`src/rtl/l1_dcache_if.sv`:
```
// Core-side and pmem-side signal bundle for the L1 data cache.
// slave is the cache's view; master is the surrounding core/memory view.
interface l1_dcache_if;
  // Core dcache port
  logic         mem_read;
  logic         mem_write;
  logic [3:0]   mem_byte_enable;
  logic [31:0]  mem_address;
  logic [31:0]  mem_wdata;
  logic [31:0]  mem_rdata;
  logic         mem_resp;

  // Line-transfer port toward the cacheline adaptor
  logic         pmem_read;
  logic         pmem_write;
  logic [31:0]  pmem_address;
  logic [255:0] pmem_wdata;
  logic [255:0] pmem_rdata;
  logic         pmem_resp;

  modport slave (
    input  mem_read,
    input  mem_write,
    input  mem_byte_enable,
    input  mem_address,
    input  mem_wdata,
    output mem_rdata,
    output mem_resp,
    output pmem_read,
    output pmem_write,
    output pmem_address,
    output pmem_wdata,
    input  pmem_rdata,
    input  pmem_resp
  );

  modport master (
    output mem_read,
    output mem_write,
    output mem_byte_enable,
    output mem_address,
    output mem_wdata,
    input  mem_rdata,
    input  mem_resp,
    input  pmem_read,
    input  pmem_write,
    input  pmem_address,
    input  pmem_wdata,
    output pmem_rdata,
    output pmem_resp
  );
endinterface

```
`src/rtl/l1_dcache.sv`:
```
// Direct-mapped, write-back, write-allocate L1 data cache with 32-byte lines.
// Hits complete combinationally; misses write back a dirty victim, then fill.
module l1_dcache #(
  parameter int unsigned S_INDEX  = 3,
  parameter int unsigned S_OFFSET = 5
) (
  input logic        clk,
  input logic        rst,
  l1_dcache_if.slave bus
);

  localparam int unsigned NumSets = 2 ** S_INDEX;
  localparam int unsigned TagW    = 32 - S_OFFSET - S_INDEX;

  typedef enum logic [1:0] {StIdle, StWriteback, StFill} state_e;

  state_e              state_q;
  logic [NumSets-1:0]  valid_q;
  logic [NumSets-1:0]  dirty_q;
  logic [TagW-1:0]     tag_q  [NumSets];
  logic [255:0]        data_q [NumSets];

  // Set/tag of the miss being serviced, so a withdrawn request can't redirect it
  logic [S_INDEX-1:0]  miss_index_q;
  logic [TagW-1:0]     miss_tag_q;

  logic                pmem_read_q;
  logic                pmem_write_q;
  logic [31:0]         pmem_address_q;
  logic [255:0]        pmem_wdata_q;

  logic [S_INDEX-1:0]  req_index;
  logic [TagW-1:0]     req_tag;
  logic [2:0]          req_word;
  logic                req;
  logic                hit;
  logic [255:0]        cur_line;
  logic [31:0]         cur_word;
  logic [31:0]         merged_word;
  logic [255:0]        merged_line;

  assign req_index = bus.mem_address[S_OFFSET+S_INDEX-1:S_OFFSET];
  assign req_tag   = bus.mem_address[31:S_OFFSET+S_INDEX];
  assign req_word  = bus.mem_address[4:2];
  assign req       = bus.mem_read | bus.mem_write;
  assign cur_line  = data_q[req_index];
  assign cur_word  = cur_line[{req_word, 5'b0} +: 32];

  assign hit = (state_q == StIdle) && req && valid_q[req_index] && (tag_q[req_index] == req_tag);

  always_comb begin
    merged_word = cur_word;
    for (int b = 0; b < 4; b++) begin
      if (bus.mem_byte_enable[b]) begin
        merged_word[b*8 +: 8] = bus.mem_wdata[b*8 +: 8];
      end
    end
    merged_line = cur_line;
    merged_line[{req_word, 5'b0} +: 32] = merged_word;
  end

  assign bus.mem_resp     = hit;
  assign bus.mem_rdata    = hit ? cur_word : 32'h0;
  assign bus.pmem_read    = pmem_read_q;
  assign bus.pmem_write   = pmem_write_q;
  assign bus.pmem_address = pmem_address_q;
  assign bus.pmem_wdata   = pmem_wdata_q;

  always_ff @(posedge clk) begin
    if (rst) begin
      state_q        <= StIdle;
      valid_q        <= '0;
      dirty_q        <= '0;
      miss_index_q   <= '0;
      miss_tag_q     <= '0;
      pmem_read_q    <= 1'b0;
      pmem_write_q   <= 1'b0;
      pmem_address_q <= 32'h0;
      pmem_wdata_q   <= '0;
    end else begin
      unique case (state_q)
        StIdle: begin
          if (hit) begin
            // Write wins when both strobes are high; an empty mask still marks dirty
            if (bus.mem_write) begin
              data_q[req_index]  <= merged_line;
              dirty_q[req_index] <= 1'b1;
            end
          end else if (req) begin
            miss_index_q <= req_index;
            miss_tag_q   <= req_tag;
            if (valid_q[req_index] && dirty_q[req_index]) begin
              state_q        <= StWriteback;
              pmem_write_q   <= 1'b1;
              pmem_address_q <= {tag_q[req_index], req_index, {S_OFFSET{1'b0}}};
              pmem_wdata_q   <= cur_line;
            end else begin
              state_q        <= StFill;
              pmem_read_q    <= 1'b1;
              pmem_address_q <= {req_tag, req_index, {S_OFFSET{1'b0}}};
            end
          end
        end

        StWriteback: begin
          if (bus.pmem_resp) begin
            dirty_q[miss_index_q] <= 1'b0;
            state_q               <= StFill;
            pmem_write_q          <= 1'b0;
            pmem_read_q           <= 1'b1;
            pmem_address_q        <= {miss_tag_q, miss_index_q, {S_OFFSET{1'b0}}};
          end
        end

        StFill: begin
          if (bus.pmem_resp) begin
            data_q[miss_index_q]  <= bus.pmem_rdata;
            tag_q[miss_index_q]   <= miss_tag_q;
            valid_q[miss_index_q] <= 1'b1;
            dirty_q[miss_index_q] <= 1'b0;
            state_q               <= StIdle;
            pmem_read_q           <= 1'b0;
          end
        end

        default: begin
          state_q      <= StIdle;
          pmem_read_q  <= 1'b0;
          pmem_write_q <= 1'b0;
        end
      endcase
    end
  end

endmodule

```
`src/flat_wrapper.sv`:
```
// flat-port wrapper written by rule: the top's interface ports become plain ports
module l1_dcache_flat 
#(
  parameter int unsigned S_INDEX  = 3,
  parameter int unsigned S_OFFSET = 5
)
  (clk, rst, bus_mem_read, bus_mem_write, bus_mem_byte_enable, bus_mem_address, bus_mem_wdata, bus_mem_rdata, bus_mem_resp, bus_pmem_read, bus_pmem_write, bus_pmem_address, bus_pmem_wdata, bus_pmem_rdata, bus_pmem_resp);
  l1_dcache_if bus_i ();
  input logic clk;
  input logic rst;
  input wire logic [$bits(bus_i.mem_read)-1:0] bus_mem_read;
  input wire logic [$bits(bus_i.mem_write)-1:0] bus_mem_write;
  input wire logic [$bits(bus_i.mem_byte_enable)-1:0] bus_mem_byte_enable;
  input wire logic [$bits(bus_i.mem_address)-1:0] bus_mem_address;
  input wire logic [$bits(bus_i.mem_wdata)-1:0] bus_mem_wdata;
  output wire logic [$bits(bus_i.mem_rdata)-1:0] bus_mem_rdata;
  output wire logic [$bits(bus_i.mem_resp)-1:0] bus_mem_resp;
  output wire logic [$bits(bus_i.pmem_read)-1:0] bus_pmem_read;
  output wire logic [$bits(bus_i.pmem_write)-1:0] bus_pmem_write;
  output wire logic [$bits(bus_i.pmem_address)-1:0] bus_pmem_address;
  output wire logic [$bits(bus_i.pmem_wdata)-1:0] bus_pmem_wdata;
  input wire logic [$bits(bus_i.pmem_rdata)-1:0] bus_pmem_rdata;
  input wire logic [$bits(bus_i.pmem_resp)-1:0] bus_pmem_resp;
  assign bus_i.mem_read = bus_mem_read;
  assign bus_i.mem_write = bus_mem_write;
  assign bus_i.mem_byte_enable = bus_mem_byte_enable;
  assign bus_i.mem_address = bus_mem_address;
  assign bus_i.mem_wdata = bus_mem_wdata;
  assign bus_mem_rdata = bus_i.mem_rdata;
  assign bus_mem_resp = bus_i.mem_resp;
  assign bus_pmem_read = bus_i.pmem_read;
  assign bus_pmem_write = bus_i.pmem_write;
  assign bus_pmem_address = bus_i.pmem_address;
  assign bus_pmem_wdata = bus_i.pmem_wdata;
  assign bus_i.pmem_rdata = bus_pmem_rdata;
  assign bus_i.pmem_resp = bus_pmem_resp;
  l1_dcache #(.S_INDEX(S_INDEX), .S_OFFSET(S_OFFSET)) u_core (.clk(clk), .rst(rst), .bus(bus_i));
endmodule
```
`config.mk`:
```
export PLATFORM = sky130hd
export DESIGN_NAME = l1_dcache_flat
export DESIGN_NICKNAME = d
export VERILOG_FILES = /design/src/rtl/l1_dcache_if.sv /design/src/rtl/l1_dcache.sv /design/src/flat_wrapper.sv
export SDC_FILE = /design/constraint.sdc
export NUM_CORES = 2
export LEC_CHECK = 0
export ABC_AREA = 1
export CAP_MARGIN = 30
export CORE_MARGIN = 5
export CORE_UTILIZATION = 33
export DETAILED_ROUTE_END_ITERATION = 10
export SLEW_MARGIN = 10
export SYNTH_ARGS = -nofsm -noshare
export SYNTH_HDL_FRONTEND = slang
export SYNTH_SLANG_ARGS = --single-unit
```
`constraint.sdc`:
```
create_clock -name clk -period 24.8 [get_ports clk]
set_input_delay 6.2 -clock clk [delete_from_list [all_inputs] [get_ports clk]]
set_output_delay 6.2 -clock clk [all_outputs]
set_load 0.02 [all_outputs]
```
**After elaboration in Yosys (flattened, before gate mapping)**

Memory sizes are Yosys's and may differ from the RTL's.
Cells that the tools add are included.

- $add $sub $neg: 1
- $lt $le $gt $ge: 4
- Eq/ne operators: 12
- Shift operators: 3
- Multiplexer cells: 51
- Bitwise logic cells: 7
- Reduce and logical (&&, ||, !) cells: 19

Operator list:

| kind | count |
|---|---|
| $bwmux W256 | 1 |
| $mux W256 | 1 |
| $reduce_or A256 Y1 | 1 |
| $shift A32 B10 Y256 const A | 1 |
| $shiftx A256 B9 Y32 | 1 |
| $shiftx A32 B10 Y256 | 1 |
| $mux W32 | 5 |
| $pmux W32 S2 | 1 |
| $mux W8 | 7 |
| $eq A24 B24 Y1 | 1 |
| $mux W1 | 22 |
| $or A8 B8 Y8 | 2 |
| $pmux W8 S2 | 1 |
| $reduce_and A4 Y1 | 4 |
| $ne A2 B2 Y1 const B | 6 |
| $mux W2 | 5 |
| $neg A8 Y10 | 1 |
| $reduce_and A5 Y1 | 2 |
| $and A8 B8 Y8 | 1 |
| $lt A3 B4 Y1 const B | 2 |
| $not A8 Y8 | 1 |
| $bmux W1 S3 | 2 |
| $demux W1 S3 | 2 |
| $ge A3 B1 Y1 const B | 2 |
| 14 further kinds | 24 |

- Bits in registers: 335
- Memory bits (writable): 2,240
- Input port bits: 329
- Output and inout port bits: 323
- Logic and storage cells: 108
- Memories kept: 2

Memories:

| name | depth | width | read ports | clocked after memory_dff | wr ports | RTL line | source |
|---|---|---|---|---|---|---|---|
| u_core.data_q | 8 | 256 | 1 | 0 | 1 | l1_dcache.sv:21 | `logic [255:0] data_q [NumSets];` |
| u_core.tag_q | 8 | 24 | 1 | 0 | 1 | l1_dcache.sv:20 | `logic [TagW-1:0] tag_q [NumSets];` |

**Longest topological paths before layout**

- Depth after elaboration: 9
- Mapped depth: 23
- Depth with buffers taken out: 19

**Worst setup path before layout**

No wires, ideal clock.

- Path type: input -> register
- From: input port bus_mem_address[5]
- To: memory u_core.data_q[0][0] (enable)
- Data arrival time: 18,423 ps
- Required time: 23,922 ps
- Path slack: 5,499 ps
- Stages on the path: 20
- Buffers on the path: 3
- Cells stage by stage: buf_6 inv_2 buf_4 buf_2 nand2_1 nand2_1 nand2_1 nand2_1 nand2_1 nand2_1 nand2_1 nand2_1 nand2_1 nor2_1 nand2_1 nor2_1 nand3_1 a21oi_1 nand2_1 nor2_1

- Longest elaborated chain between the ends: 9
- Elaborated cells on any way between the ends: 12
- Those cells by class: 1 x eq/ne; 8 x mux; 2 x reduce/logical; 1 x memory

RTL lines:

| element | RTL line | source |
|---|---|---|
| start: declaration | flat_wrapper.sv:14 | `input wire logic [$bits(bus_i.mem_address)-1:0] bus_mem_address;` |
| parallel branches: the longest is 9 deep, another holds $mem_v2 Z8 W24 | -- |  |
| end: declaration | l1_dcache.sv:21 |  |

Parallel ways; which one is timed is not known. The select of a mux whose other input is x is not followed.

**Worst setup path in the final report**

- From: input port bus_mem_address[5]
- To: output port bus_mem_rdata[12]

- Longest elaborated chain between the ends: 5
- Elaborated cells on any way between the ends: 9
- Those cells by class: 1 x eq/ne; 1 x shift; 3 x mux; 2 x reduce/logical; 2 x memory

RTL lines:

| element | RTL line | source |
|---|---|---|
| parallel branches: the longest is 4 deep, another holds $mem_v2 Z8 W256 | -- |  |
| $mux W32 (*) | l1_dcache.sv:63 | `assign bus.mem_rdata = hit ? cur_word : 32'h0;` |
| end: declaration | flat_wrapper.sv:16 | `output wire logic [$bits(bus_i.mem_rdata)-1:0] bus_mem_rdata;` |

Mark *: on every way between the ends. The select of a mux whose other input is x is not followed.

==> flow_summary.yaml <==
logic_synthesis:
  synthFlopType: "edfxtp_1"
  yosysTopAreaCell: "edfxtp_1"
  synth_area_mm2: 0.110
  synth_edf_count: 2240
  yosysTopAreaCellShare: 0.611
  synth_common_cells: "nand2_1, edfxtp_1, nor2_1, o21ai_0, inv_1"
  yosysWarnings: 0
  seq_area_frac_synth: 0.671
  syn_avg_cell_area_um2: 10.0
  yosys.cell_count.top_type: "nand2_1"
  syn_inst: 11000
  async_flop_share: 0
  synth_area_leaders: "edfxtp_1, nand2_1, nor2_1"
  synthDistinctLibCells: 39
  ys_seq_elements: 2570
timing:
  maxSlewViolCount: 0
  fin_setup_tns_ps: 0
  worst_slew_pin_slew_ps: 1240
  post-route-period-util: 0.771
  holdWs_ps: 464
  final-setup-viol-count: 0
  max_freq_mhz: 52.3
  rsz0062_at_grt: "no"
  fin_crit_ps: 19120
  max_slew_margin: 0.171
  clock_skew_ps: 68.0
  finalHoldViolations: 0
global_routing:
  overflow: 0
  antenna_found_initial: 37
  grtUsageTotal: 0.241
  grt_first_pass_wirelength_um: 596000
  grt_max_degree: 193
  grt_pass1_vias: 75200
final_layout:
  nets: 11800
  finalNonFillerCells: 16100
  fillers: 32300
  area_growth_pct: 18.6
  drive_gt1_frac: 0.0613
clocking:
  cts.sinks: 2570
  cts_buffer_depth: 4
  htreeDepth: 5
  clk_latency_ps: 920
  cts_tree: "done"
  cts.clk_slew.worst_paths_ps: 50
  cts_resized: 0
  cts_made_buffers: 288
  hold_buffers: 0
  cts_setup_buffers: 0
  cts-root-buf: "clkbuf_16"
placed_design:
  dp_hpwl_um: 281000
  gp_congestion: 1.05
  port_buffers: 644
  dp.cells: 15500
pwr:
  power.density_mw_per_mm2: 79.7
  comb_power_share: 0.115
  power_frac_seq: 0.477
  p_int_mw: 7.65
  p_clk_frac: 0.408
  netSwitchingPower_mw: 2.76
  vdd_ir_drop_max_uv: 53.7
  p_leak_nw: 49.2
  netSwitchingFraction: 0.265
setup_path:
  cpPeakStageDelay_ps: 860
  path_cells: "buf_8 -> inv_8 -> buf_4 -> buf_12 -> buf_4 -> buf_4 -> o21ai_0 -> o21ai_0 -> nor3_1 -> nor2_1 -> nor2_1 -> nand2_1 -> and3_1 -> clkdlybuf4s50_1"
  crit_top_cell: "buf_4"
  crit_slowest_cell: "buf_4"
  reg2regPathDepth: 17
  rr_endpoint: "u_core.data_q[5][187]"
  crit_type: "primary input to output pin"
  cp.arrival_ps: 12920
  rr_startpoint: "u_core.state_q[0]"
  required_ps: 18600
  start_kind: "primary input"
  path_buf_inv: 7
  reg2reg_slack_ps: 18350
  path_max_fanout: 192
  crit_family: "buffers and inverters"
  cp-end-kind: "output pin"
drt:
  via_count: 84200
  viasPerCell: 5.23
  drc_errors: 0
  ant_nets: 0
  drt-pass1-iter-count: 6
  drt_iter0_drc: 10800
  wirelength_um: 436000
  wl_per_cell_um: 27.1
die:
  die_h_um: 588
  fp.coreArea_mm2: 0.333
  initial_utilization: 0.331
  pin_count: 652
  die_width_um: 588
  rows: 212
  die_area_mm2: 0.345
status:
  status: "completed"
worst_hold_path:
  worstHoldPathType: "flip-flop to flip-flop"
  min_from: "u_core.valid_q[7]"
  hold_depth: 2
  worstHoldEndpoint: "u_core.valid_q[7]"
run:
  cap_violations: 0
-- layer usage --
layer	GRT usage	wire length [um]
met1	0.317	168000
met2	0.346	183000
met3	0.0730	51500
met4	0.154	32800
met5	0	57
-- worst max path at each step --
| stage | start | to | slack [ps] | cells after the start |
|---|---|---|---|---|
| 2_1_floorplan | bus_mem_address[5] | u_core.data_q[0][0] | 5500 | 20 |
| 3_3_place_gp | bus_mem_address[5] | bus_mem_rdata[12] | 6010 | 14 |
| 3_5_place_dp | bus_mem_address[5] | bus_mem_rdata[12] | 5980 | 14 |
| 4_1_cts | bus_mem_address[5] | bus_mem_rdata[12] | 5970 | 14 |
| 5_1_grt | bus_mem_address[5] | bus_mem_rdata[12] | 5520 | 14 |
| 6_report | bus_mem_address[5] | bus_mem_rdata[12] | 5680 | 14 |
-- power by group through the flow --
stage / registers (mW) / logic (mW) / clock network (mW)
3_5_place_dp: 5.05 / 1.15 / 0
5_1_grt: 4.97 / 1.27 / 4.46
2_1_floorplan: 5.07 / 0.591 / 0
4_1_cts: 4.96 / 1.16 / 4.28
3_3_place_gp: 5.05 / 1.14 / 0
6_report: 4.96 / 1.19 / 4.25
-- through the flow --
stage | area [um^2] | utilization | power [mW] | worst slack, ps
after floorplan | 110000 | - | 5.66 | 5500
after global placement | 121000 | 0.363 | 6.19 | 6010
after detailed placement | 121000 | 0.364 | 6.21 | 5980
after global routing | 131000 | 0.392 | 10.7 | 5520
after CTS | 130000 | 0.391 | 10.4 | 5970
final | 131000 | 0.392 | 10.4 | 5680
-- logic make-up (layout without fill, tap and decap cells) --
| family | Yosys count | after routing | synth area share |
|---|---|---|---|
| AOI/OAI and AO/OA | 1587 | 1587 | 0.0783 |
| adders and majority gates | 8 | 8 | 0.000909 |
| buffers and inverters | 1222 | 1917 | 0.0459 |
| DFF | 2570 | 2570 | 0.671 |
| other | 1 | 37 | 0.0000341 |
| and+or+nand+nor | 5597 | 5597 | 0.204 |
-- cell type report --
class                   instances  area (um^2)  share of cell area
multi-input cells            7197        31400               0.241
flip-flops and latches       2570        73900               0.566
clock buffers                 376         7820              0.0599
well taps                    4387         5490              0.0420
inverters                     569         2170              0.0166
repair buffers                830         8290              0.0635
diodes                         32         80.1            0.000613
clock inverters               142         1440              0.0110
-- worst min-delay path, stage by stage (launching register included) --
cell and delay, ps:
dfxtp_1 330, nand2_1 50, o21ai_0 50
-- flip-flops by register name, indices dropped and copies added, names as in the netlist --
signal,cells
u_core.bus.pmem_write,1
u_core.dirty_q,8
u_core.bus.pmem_wdata,256
u_core.bus.pmem_read,1
u_core.miss_tag_q,24
u_core.tag_q,192
u_core.bus.pmem_address,27
u_core.miss_index_q,3
u_core.data_q,2048
u_core.valid_q,8
u_core.state_q,2
-- cell usage in the layout (no fill, tap or decap), drive strengths merged --
| cell | instances |
|---|---|
| edfxtp | 2240 |
| and2 | 1 |
| o21a | 125 |
| nand3 | 248 |
| dfxtp | 330 |
| clkinvlp | 5 |
| ha | 8 |
| nor3 | 176 |
| nor2 | 1857 |
| conb | 5 |
| o21ai | 1106 |
| clkinv | 107 |
| nand2 | 3098 |
| inv | 579 |
| clkbuf | 380 |
| o211ai | 8 |
| o22ai | 111 |
| clkdlybuf4s50 | 639 |
| diode | 32 |
| nand4 | 106 |
| nand3b | 8 |
| a221oi | 2 |
| nor3b | 47 |
| a22oi | 71 |
| buf | 187 |
| bufinv | 20 |
| or2 | 24 |
| and3 | 32 |
| a21oi | 159 |
| o21bai | 5 |
Note: power is estimated with default switching activity, not from simulation.
